**config.mk**
```make
export PLATFORM = sky130hd
export DESIGN_NAME = student_dma_chain
export DESIGN_NICKNAME = d
export VERILOG_FILES = /design/src/rtl/student_dma_chain_pkg.sv /design/src/rtl/prim_fifo_sync.sv /design/src/rtl/student_dma_chain.sv
export SDC_FILE = /design/constraint.sdc
export NUM_CORES = 1
export LEC_CHECK = 0
export ABC_CLOCK_PERIOD_IN_PS = 13450
export CAP_MARGIN = 10
export CORE_ASPECT_RATIO = 0.5
export CORE_UTILIZATION = 45
export CTS_BUF_LIST = sky130_fd_sc_hd__clkbuf_4 sky130_fd_sc_hd__clkbuf_8
export CTS_CLUSTER_SIZE = 16
export DETAILED_ROUTE_END_ITERATION = 12
export PLACE_DENSITY = 0.69
export SYNTH_ARGS = -nofsm -noshare
export SYNTH_HDL_FRONTEND = slang
export SYNTH_HIERARCHICAL = 1
export SYNTH_SLANG_ARGS = --single-unit
```
**constraint.sdc**
```tcl
create_clock -name clk_i -period 13.45 [get_ports clk_i]
set_input_delay 2.69 -clock clk_i [delete_from_list [all_inputs] [get_ports clk_i]]
set_output_delay 2.69 -clock clk_i [all_outputs]
set_load 0.005 [all_outputs]
```
**src/rtl/student_dma_chain_pkg.sv**
```systemverilog
// Shared types for the descriptor-chain sequencer: minimal TL-UL structs,
// device register map, STATUS bit positions and the chain FSM encoding.
package student_dma_chain_pkg;

  typedef enum logic [2:0] {
    PutFullData    = 3'h0,
    PutPartialData = 3'h1,
    Get            = 3'h4
  } tl_a_op_e;

  typedef enum logic [2:0] {
    AccessAck     = 3'h0,
    AccessAckData = 3'h1
  } tl_d_op_e;

  typedef struct packed {
    logic        a_valid;
    tl_a_op_e    a_opcode;
    logic [2:0]  a_param;
    logic [1:0]  a_size;
    logic [7:0]  a_source;
    logic [31:0] a_address;
    logic [3:0]  a_mask;
    logic [31:0] a_data;
    logic        d_ready;
  } tl_h2d_t;

  typedef struct packed {
    logic        d_valid;
    tl_d_op_e    d_opcode;
    logic [2:0]  d_param;
    logic [1:0]  d_size;
    logic [7:0]  d_source;
    logic        d_sink;
    logic [31:0] d_data;
    logic        d_error;
    logic        a_ready;
  } tl_d2h_t;

  // Only the low address byte selects a device register.
  localparam int unsigned DevAddrW = 8;
  localparam logic [DevAddrW-1:0] EnqOffset       = 8'h00;
  localparam logic [DevAddrW-1:0] CtrlOffset      = 8'h04;
  localparam logic [DevAddrW-1:0] StatusRegOffset = 8'h08;
  localparam logic [DevAddrW-1:0] DoneCntOffset   = 8'h0C;

  localparam int unsigned CtrlEnableBit     = 0;
  localparam int unsigned CtrlClearBit      = 1;
  localparam int unsigned StatusBusyBit     = 8;
  localparam int unsigned StatusFullBit     = 9;
  localparam int unsigned StatusOverflowBit = 10;
  localparam int unsigned StatusErrorBit    = 11;

  localparam logic [1:0] DmaStatusIdle = 2'b00;

  typedef enum logic [2:0] {
    IDLE,
    KICK_SEND,
    KICK_RESP,
    POLL_GAP,
    POLL_SEND,
    POLL_RESP
  } chain_state_t;

endpackage

```
**src/rtl/prim_fifo_sync.sv**
```systemverilog
// Synchronous FIFO with optional pass-through; a write is accepted while full
// when the head is read in the same cycle.
module prim_fifo_sync #(
  parameter int unsigned Width = 16,
  parameter bit          Pass  = 1'b1,
  parameter int unsigned Depth = 4,
  localparam int unsigned DepthW = $clog2(Depth + 1)
) (
  input  logic              clk_i,
  input  logic              rst_ni,
  input  logic              clr_i,
  input  logic              wvalid_i,
  output logic              wready_o,
  input  logic [Width-1:0]  wdata_i,
  output logic              rvalid_o,
  input  logic              rready_i,
  output logic [Width-1:0]  rdata_o,
  output logic              full_o,
  output logic [DepthW-1:0] depth_o
);

  localparam int unsigned PtrW = (Depth > 1) ? $clog2(Depth) : 1;

  logic [Width-1:0]  mem [Depth];
  logic [PtrW-1:0]   wptr, rptr;
  logic [DepthW-1:0] cnt;
  logic empty, pass_thru, do_read, do_write, store, drop;

  assign empty     = (cnt == '0);
  assign full_o    = (cnt == DepthW'(Depth));
  assign depth_o   = cnt;
  assign pass_thru = Pass & empty;
  assign rvalid_o  = ~empty | (Pass & wvalid_i);
  assign rdata_o   = pass_thru ? wdata_i : mem[rptr];
  assign wready_o  = ~full_o | rready_i;
  assign do_read   = rvalid_o & rready_i;
  assign do_write  = wvalid_i & wready_o;
  assign store     = do_write & ~(pass_thru & do_read);
  assign drop      = do_read & ~pass_thru;

  always_ff @(posedge clk_i or negedge rst_ni) begin
    if (!rst_ni) begin
      wptr <= '0;
      rptr <= '0;
      cnt  <= '0;
    end else if (clr_i) begin
      wptr <= '0;
      rptr <= '0;
      cnt  <= '0;
    end else begin
      if (store) wptr <= wptr + 1'b1;
      if (drop)  rptr <= rptr + 1'b1;
      cnt <= cnt + DepthW'(store) - DepthW'(drop);
    end
  end

  always_ff @(posedge clk_i) begin
    if (store) mem[wptr] <= wdata_i;
  end

endmodule

```
**src/rtl/student_dma_chain.sv**
```systemverilog
// Descriptor-chain sequencer: queues descriptor addresses from software and
// kicks student_dma with each one, polling its STATUS until it returns to IDLE.
module student_dma_chain
  import student_dma_chain_pkg::*;
#(
  parameter int unsigned QueueDepth    = 8,
  parameter logic [31:0] DmaBaseAddr   = 32'h0000_0000,
  parameter logic [31:0] NowDadrOffset = 32'h10,
  parameter logic [31:0] StatusOffset  = 32'h00,
  parameter int unsigned PollGap       = 4
) (
  input  logic    clk_i,
  input  logic    rst_ni,
  input  tl_h2d_t tl_i,
  output tl_d2h_t tl_o,
  input  tl_d2h_t tl_host_i,
  output tl_h2d_t tl_host_o,
  output logic    irq_done_o
);

  localparam int unsigned CntW    = $clog2(QueueDepth + 1);
  localparam logic [7:0]  GapLoad = 8'(PollGap);

  chain_state_t state;
  logic        enable, overflow, error, head_held;
  logic [31:0] done_cnt;
  logic        d_valid_q;
  tl_d_op_e    d_opcode_q;
  logic [1:0]  d_size_q;
  logic [7:0]  d_source_q;
  logic [31:0] d_data_q;
  logic        h_valid_q, irq_q;
  tl_a_op_e    h_opcode_q;
  logic [31:0] h_address_q, h_data_q;
  logic [7:0]  gap_q;

  logic                dev_a_ready, dev_req, dev_wr, dev_rd;
  logic [DevAddrW-1:0] dev_addr;
  logic                enq_wr, ctrl_wr, done_wr, clear;
  logic [31:0]         rdata, status_word;
  logic [4:0]          q_count;
  logic                q_full, room, push, overflow_set;
  logic                fifo_wready, fifo_rvalid, fifo_full, fifo_pop;
  logic [31:0]         fifo_rdata;
  logic [CntW-1:0]     fifo_depth;
  logic                done_evt, err_evt, busy;

  assign dev_a_ready = ~d_valid_q | tl_i.d_ready;
  assign dev_req     = tl_i.a_valid & dev_a_ready;
  assign dev_rd      = dev_req & (tl_i.a_opcode == Get);
  assign dev_wr      = dev_req & (tl_i.a_opcode != Get);
  assign dev_addr    = tl_i.a_address[DevAddrW-1:0];
  assign enq_wr      = dev_wr & (dev_addr == EnqOffset);
  assign ctrl_wr     = dev_wr & (dev_addr == CtrlOffset);
  assign done_wr     = dev_wr & (dev_addr == DoneCntOffset);
  assign clear       = ctrl_wr & tl_i.a_data[CtrlClearBit];

  // A head flushed while in flight is still counted until its descriptor finishes.
  assign q_count      = 5'(fifo_depth) + 5'(head_held);
  assign q_full       = (q_count == 5'(QueueDepth));
  assign busy         = (state != IDLE);
  assign room         = ~q_full | done_evt;
  assign push         = enq_wr & room;
  assign overflow_set = enq_wr & ~room;

  assign done_evt = (state == POLL_RESP) & tl_host_i.d_valid & ~tl_host_i.d_error &
                    (tl_host_i.d_data[1:0] == DmaStatusIdle);
  assign err_evt  = ((state == KICK_RESP) | (state == POLL_RESP)) &
                    tl_host_i.d_valid & tl_host_i.d_error;
  assign fifo_pop = done_evt & ~head_held;

  always_comb begin
    status_word                    = '0;
    status_word[4:0]               = q_count;
    status_word[StatusBusyBit]     = busy;
    status_word[StatusFullBit]     = q_full;
    status_word[StatusOverflowBit] = overflow;
    status_word[StatusErrorBit]    = error;
  end

  always_comb begin
    rdata = '0;
    case (dev_addr)
      CtrlOffset:      rdata[CtrlEnableBit] = enable;
      StatusRegOffset: rdata = status_word;
      DoneCntOffset:   rdata = done_cnt;
      default:         rdata = '0;
    endcase
  end

  prim_fifo_sync #(
    .Width (32),
    .Pass  (1'b0),
    .Depth (QueueDepth)
  ) u_queue (
    .clk_i    (clk_i),
    .rst_ni   (rst_ni),
    .clr_i    (clear),
    .wvalid_i (push),
    .wready_o (fifo_wready),
    .wdata_i  (tl_i.a_data),
    .rvalid_o (fifo_rvalid),
    .rready_i (fifo_pop),
    .rdata_o  (fifo_rdata),
    .full_o   (fifo_full),
    .depth_o  (fifo_depth)
  );

  always_ff @(posedge clk_i or negedge rst_ni) begin
    if (!rst_ni) begin
      d_valid_q  <= 1'b0;
      d_opcode_q <= AccessAck;
      d_size_q   <= '0;
      d_source_q <= '0;
      d_data_q   <= '0;
    end else if (dev_req) begin
      d_valid_q  <= 1'b1;
      d_opcode_q <= dev_rd ? AccessAckData : AccessAck;
      d_size_q   <= tl_i.a_size;
      d_source_q <= tl_i.a_source;
      d_data_q   <= dev_rd ? rdata : '0;
    end else if (tl_i.d_ready) begin
      d_valid_q  <= 1'b0;
    end
  end

  // A sticky flag raised in the same cycle as a clear survives it.
  always_ff @(posedge clk_i or negedge rst_ni) begin
    if (!rst_ni) begin
      enable    <= 1'b0;
      overflow  <= 1'b0;
      error     <= 1'b0;
      head_held <= 1'b0;
      done_cnt  <= '0;
    end else begin
      if (ctrl_wr) enable <= tl_i.a_data[CtrlEnableBit];
      overflow <= (overflow & ~clear) | overflow_set;
      error    <= (error & ~clear) | err_evt;
      if (clear)                    head_held <= busy & ~done_evt & ~err_evt;
      else if (done_evt | err_evt)  head_held <= 1'b0;
      if (done_wr)       done_cnt <= '0;
      else if (done_evt) done_cnt <= done_cnt + 32'd1;
    end
  end

  always_ff @(posedge clk_i or negedge rst_ni) begin
    if (!rst_ni) begin
      state       <= IDLE;
      h_valid_q   <= 1'b0;
      h_opcode_q  <= PutFullData;
      h_address_q <= '0;
      h_data_q    <= '0;
      gap_q       <= '0;
      irq_q       <= 1'b0;
    end else begin
      irq_q <= 1'b0;
      case (state)
        IDLE: begin
          if (enable && fifo_rvalid && !error) begin
            h_valid_q   <= 1'b1;
            h_opcode_q  <= PutFullData;
            h_address_q <= DmaBaseAddr + NowDadrOffset;
            h_data_q    <= fifo_rdata;
            state       <= KICK_SEND;
          end
        end
        KICK_SEND: begin
          if (tl_host_i.a_ready) begin
            h_valid_q <= 1'b0;
            state     <= KICK_RESP;
          end
        end
        KICK_RESP: begin
          if (tl_host_i.d_valid) begin
            if (tl_host_i.d_error) begin
              state <= IDLE;
            end else begin
              gap_q <= GapLoad;
              state <= POLL_GAP;
            end
          end
        end
        POLL_GAP: begin
          gap_q <= gap_q - 8'd1;
          if (gap_q <= 8'd1) begin
            h_valid_q   <= 1'b1;
            h_opcode_q  <= Get;
            h_address_q <= DmaBaseAddr + StatusOffset;
            h_data_q    <= '0;
            state       <= POLL_SEND;
          end
        end
        POLL_SEND: begin
          if (tl_host_i.a_ready) begin
            h_valid_q <= 1'b0;
            state     <= POLL_RESP;
          end
        end
        POLL_RESP: begin
          if (tl_host_i.d_valid) begin
            if (tl_host_i.d_error) begin
              state <= IDLE;
            end else if (tl_host_i.d_data[1:0] == DmaStatusIdle) begin
              irq_q <= 1'b1;
              state <= IDLE;
            end else begin
              gap_q <= GapLoad;
              state <= POLL_GAP;
            end
          end
        end
        default: state <= IDLE;
      endcase
    end
  end

  always_comb begin
    tl_o          = '0;
    tl_o.d_valid  = d_valid_q;
    tl_o.d_opcode = d_opcode_q;
    tl_o.d_size   = d_size_q;
    tl_o.d_source = d_source_q;
    tl_o.d_data   = d_data_q;
    tl_o.d_error  = 1'b0;
    tl_o.a_ready  = dev_a_ready;
  end

  always_comb begin
    tl_host_o           = '0;
    tl_host_o.a_valid   = h_valid_q;
    tl_host_o.a_opcode  = h_opcode_q;
    tl_host_o.a_size    = 2'd2;
    tl_host_o.a_source  = '0;
    tl_host_o.a_address = h_address_q;
    tl_host_o.a_mask    = 4'hF;
    tl_host_o.a_data    = h_data_q;
    tl_host_o.d_ready   = 1'b1;
  end

  assign irq_done_o = irq_q;

  logic unused_bits;
  assign unused_bits = ^{tl_i.a_param, tl_i.a_mask, tl_i.a_address[31:DevAddrW],
                         tl_host_i.d_opcode, tl_host_i.d_param, tl_host_i.d_size,
                         tl_host_i.d_source, tl_host_i.d_sink, tl_host_i.d_data[31:2],
                         tl_host_i.a_ready, fifo_wready, fifo_full};

endmodule
```
======== Word-level counts from Yosys, hierarchy flattened ========
Memory sizes are Yosys's and may differ from the RTL's.
Cells that the tools add are included.
storage, ports and cells
  register bits ........................... 172
  bits in writable memories ............... 256
  bits of input ports ..................... 140
  output and inout bits ................... 139
  word-level logic and storage cells ...... 158
  memories kept ........................... 1
cells by class
  add/subtract/negate cells ............... 7
  order comparisons ....................... 1
  equality and inequality tests ........... 22
  muxes and demuxes ....................... 48
  bitwise logic cells ..................... 38
  reductions and logical operators ........ 21
memory list
  name         depth  bits a word  rd ports  clocked after Yosys merged registers in  wr ports  RTL line              RTL
  u_queue.mem  8      32           1         0                                        1         prim_fifo_sync.sv:24  logic [Width-1:0] mem [Depth];
operators with widths
  operator                                                         number
  two-way mux 32 bit                                               6
  case mux 32 bit (2 select lines)                                 2
  case mux 31 bit (2 select lines)                                 1
  two-way mux 8 bit                                                5
  two-way mux 3 bit                                                11
  adder 32 x 1 -> 32 bit (second input constant)                   1
  case mux 8 bit (3 select lines)                                  1
  bitwise AND 1 bit                                                21
  inequality test 2 bit (second input constant)                    9
  case mux 3 bit (6 select lines)                                  1
  == test 8 x 4 -> 1 bit (second input constant)                   2
  two-way mux 1 bit                                                14
  AND reduction 6 bit                                              2
  nonzero test 2 bit                                               6
  inverter 1 bit                                                   10
  == test 3 bit (second input constant)                            3
  nonzero test 3 bit                                               3
  == test 8 x 3 -> 1 bit (second input constant)                   1
  less-or-equal comparator 8 x 1 -> 1 bit (second input constant)  1
  zero test 8 bit                                                  1
  subtractor 8 x 1 -> 8 bit (second input constant)                1
  OR 1 bit                                                         7
  adder 3 x 1 -> 3 bit (second input constant)                     2
  == test 3 x 2 -> 1 bit (second input constant)                   2
  20 further kinds                                                 24

======== Depth between registers and ports, before layout ========
  depth in word-level cells ............... 10
  gate-level depth with buffers ........... 15
  depth with buffers taken out ............ 15

======== By module ========
Netlist, hierarchy kept.
modules (own cells, without submodules)
  module             times used  cells each  area an instance (sq um)  sequential area each (sq um)
  prim_fifo_sync     1           447         10353.7                   7937.6
  student_dma_chain  1           628         6221.0                    3178.0

======== Least setup slack after synthesis ========
No wires, ideal clock.
  kind .................................... in2reg
  start point ............................. input tl_i[38] (netlist bit)
  end point ............................... memory u_queue.mem[0][0], enable pin
  setup time .............................. 0.501 ns
  arrival ................................. 7.350 ns
  required time ........................... 12.949 ns
  path slack .............................. 5.599 ns
  cell stages on the path ................. 7
  path buffers ............................ 0
  path through ............................ nor4_1 -> nand4_1 -> or3_1 -> nor3_1 -> and2_4 -> inv_2 -> nor4_1
on the way
  cells in the longest elaborated chain, start to end .. 6
ends and longest elaborated chain
  element                                  RTL line                 RTL
  start, declared                          student_dma_chain.sv:14  input tl_h2d_t tl_i,
  zero test 8 bit                          student_dma_chain.sv:53  assign enq_wr = dev_wr & (dev_addr == EnqOffset);
  bitwise AND 1 bit                        student_dma_chain.sv:53
  bitwise AND 1 bit                        student_dma_chain.sv:63  assign push = enq_wr & room;
  net push                                 student_dma_chain.sv:42  logic q_full, room, push, overflow_set;
  bitwise AND 1 bit                        prim_fifo_sync.sv:37     assign do_write = wvalid_i & wready_o;
  two-way mux 1 bit                        prim_fifo_sync.sv:58     if (store) mem[wptr] <= wdata_i;
  two-way mux 1 bit (not written as such)  prim_fifo_sync.sv:58
  end, declared                            prim_fifo_sync.sv:24
The timed path passes the listed nets, and every way through them passes these cells.

==> flow_summary_export.csv <==
group,metric,value,unit
power_and_ir_drop,leakage,7.16,nW
finish,multi_input_area,4810,sq um
clock_tree,cts_resized,0,
synthesis,postSynthAreaPerCell,15.4,sq um
worst_setup_path,critPathKind,"in2out",
global_routing,grt_pass1_wl,52200,um
worst_setup_path,cp_top_family,"buffers and inverters",
timing,setup_tns,0,ps
finish,num_antenna_cells,0,
timing,report.final.slew_viol_count,0,
global_routing,grt-ovfl-total,0,
run_status,outcome,"complete, no violations",
placed_design,gp_congestion,0.775,
drt,wl_per_cell,19.0,um
finish,seqCellArea,11100,sq um
worst_setup_path,required,10760,ps
worst_setup_path,critical_path_buf_inv_count,2,
floorplan,start_util,45.9,%
finish,final_cells,1766,
timing,post-route-min-period,6640,ps
drt,drtAntennaViolNets,0,
clock_tree,clock-sinks,393,
timing,slew_headroom,27.9,%
finish,post-route-util,53.8,%
finish,num-nets-final,1394,
drt,post-route-drc-count,0,
timing,rsz0062_at_grt,"false",
clock_tree,cts_buffers,55,
worst_setup_path,critPathMaxFanout,5,
global_routing,grt_pass1_vias,9540,
floorplan,ioPinCount,279,
timing,worstMarginPinSlew,1080,ps
placed_design,pre_cts_ws,6760,ps
clock_tree,path_clk_slew,60,ps
worst_setup_path,cp_slowest_cell,"clkdlybuf4s50_1",
finish,final_cell_mix,"edfxtp_1 (256), clkdlybuf4s50_1 (141), dfrtp_1 (134)",
placed_design,port_buffers,142,
clock_tree,cts_tree,"built",
placed_design,place_inst,1667,
hold_path,hp-class,"reg2reg",
flow_run,drv_cap,0,
timing,hold_ws,466,ps
clock_tree,cts_setup_buffers,0,
floorplan,die_w,273,um
global_routing,antenna_found_initial,0,
floorplan,core_area,36100,sq um
global_routing,grt_max_degree,75,
timing,skew,18.2,ps
global_routing,grt_usage,18.1,%
floorplan,dieArea,37600,sq um
timing,fmax,151,MHz
worst_setup_path,critPathMaxStageDelay,560,ps
drt,routed_wl,33500,um
clock_tree,worstSkewPairLatency,620,ps
worst_setup_path,crit_chain,"clkdlybuf4s50_1 -> nand2b_1 -> clkdlybuf4s50_1",
timing,hold_viol,0,
timing,finalWorstSetupSlack,6810,ps
power_and_ir_drop,pwr_density_cell,152,nW/um^2
power_and_ir_drop,vdd_ir_drop_max,0.116,mV
finish,fillCellCount,2852,
clock_tree,cts_hold_buffers,0,
worst_setup_path,setup.worst_path.end_class,"primary output",
finish,drive_above_1_share,19.1,%
timing,setup_viol,0,
synthesis,synthCells,1074,
synthesis,yosys_warnings,6,
placed_design,dp_hpwl,19500,um
drt,viasPerCell,5.35,
clock_tree,clk_path_buf_depth,3,
drt,drt-initial-drc-count,714,
worst_setup_path,worstSetupStartpointType,"input port",
drt,vias,9443,
clock_tree,cts_root_buf,"clkbuf_8",
drt,dr.pass1.iters,5,
finish,syn2layout_area_growth,17.2,%
worst_setup_path,path_common_cell,"clkdlybuf4s50_1",
finish,layout_commonest_cell,"edfxtp_1",
timing,finalCritPeriodShare,49.4,%
floorplan,rows,49,
worst_setup_path,arrival,3950,ps
floorplan,die_y,138,um
synthesis,syn_area,16600,sq um
clock_tree,cts-htree-levels,2,
## metrics by stage
stage / total power [W] / instance area [sq um]
finish: 0.00295 / 19400
global route: 0.00311 / 19400
detailed placement: 0.00203 / 18300
global placement: 0.00201 / 18300
CTS: 0.00299 / 19400
floorplan: 0.00181 / 16800
## worst paths after layout
check,start,endpoint,slack (ps),depth (start not counted)
worst max-delay path,tl_i[0],tl_o[0],6810,3
max in group asynchronous,rst_ni,u_queue/rptr[1]$_DFFE_PN0P_,9850,2
min in group asynchronous,rst_ni,d_data_q[21]$_DFFE_PN0P_,2060,1
worst max register to register,state[1]$_DFFE_PN0P_,u_queue/depth_o[2]$_DFF_PN0_,9660,12
worst min-delay path,d_data_q[10]$_DFFE_PN0P_,d_data_q[10]$_DFFE_PN0P_,470,2
worst min register to register,d_data_q[10]$_DFFE_PN0P_,d_data_q[10]$_DFFE_PN0P_,470,2
## area by class of cell
| cell class | instances | share of cell area, % |
|---|---|---|
| multi-input combinational | 579 | 24.8 |
| clock inverter | 21 | 0.877 |
| tap | 484 | 3.12 |
| inverter | 51 | 0.986 |
| clock buffer | 78 | 4.95 |
| timing repair buffer | 160 | 8.02 |
| sequential | 393 | 57.3 |
## worst register-to-register path, delay by kind of cell, from the launching register on
family	cells	cell delay, ps
and+or+nand+nor	6	2010
adders and majority gates	3	850
DFF	1	490
xor gates and xnor gates	1	150
buffers and inverters	2	120
## state kept, by name, indices dropped and copies added (netlist names), 2 cells and up
| register | cells |
|---|---|
| u_queue/wptr | 3 |
| d_data_q | 32 |
| u_queue/mem | 256 |
| gap_q | 8 |
| d_size_q | 2 |
| d_source_q | 8 |
| state | 3 |
| u_queue/rptr | 3 |
| u_queue/depth_o | 4 |
| done_cnt | 32 |
| h_data_q | 32 |
## per-layer routing
layer	track usage, %	part of all wire, %	vias up
met2	31.3	50	251
met4	5.90	1.8	0
li1	-	-	4287
met3	3.43	4.9	51
met5	0	0	-
met1	23.3	43	4854
## power breakdown
part / total (W) / switching, W / internal (W)
registers: 0.00145 / 0.0000812 / 0.00137
clock network: 0.000947 / 0.000445 / 0.000501
logic: 0.000554 / 0.000276 / 0.000278
(Power assumes the default switching activity.)
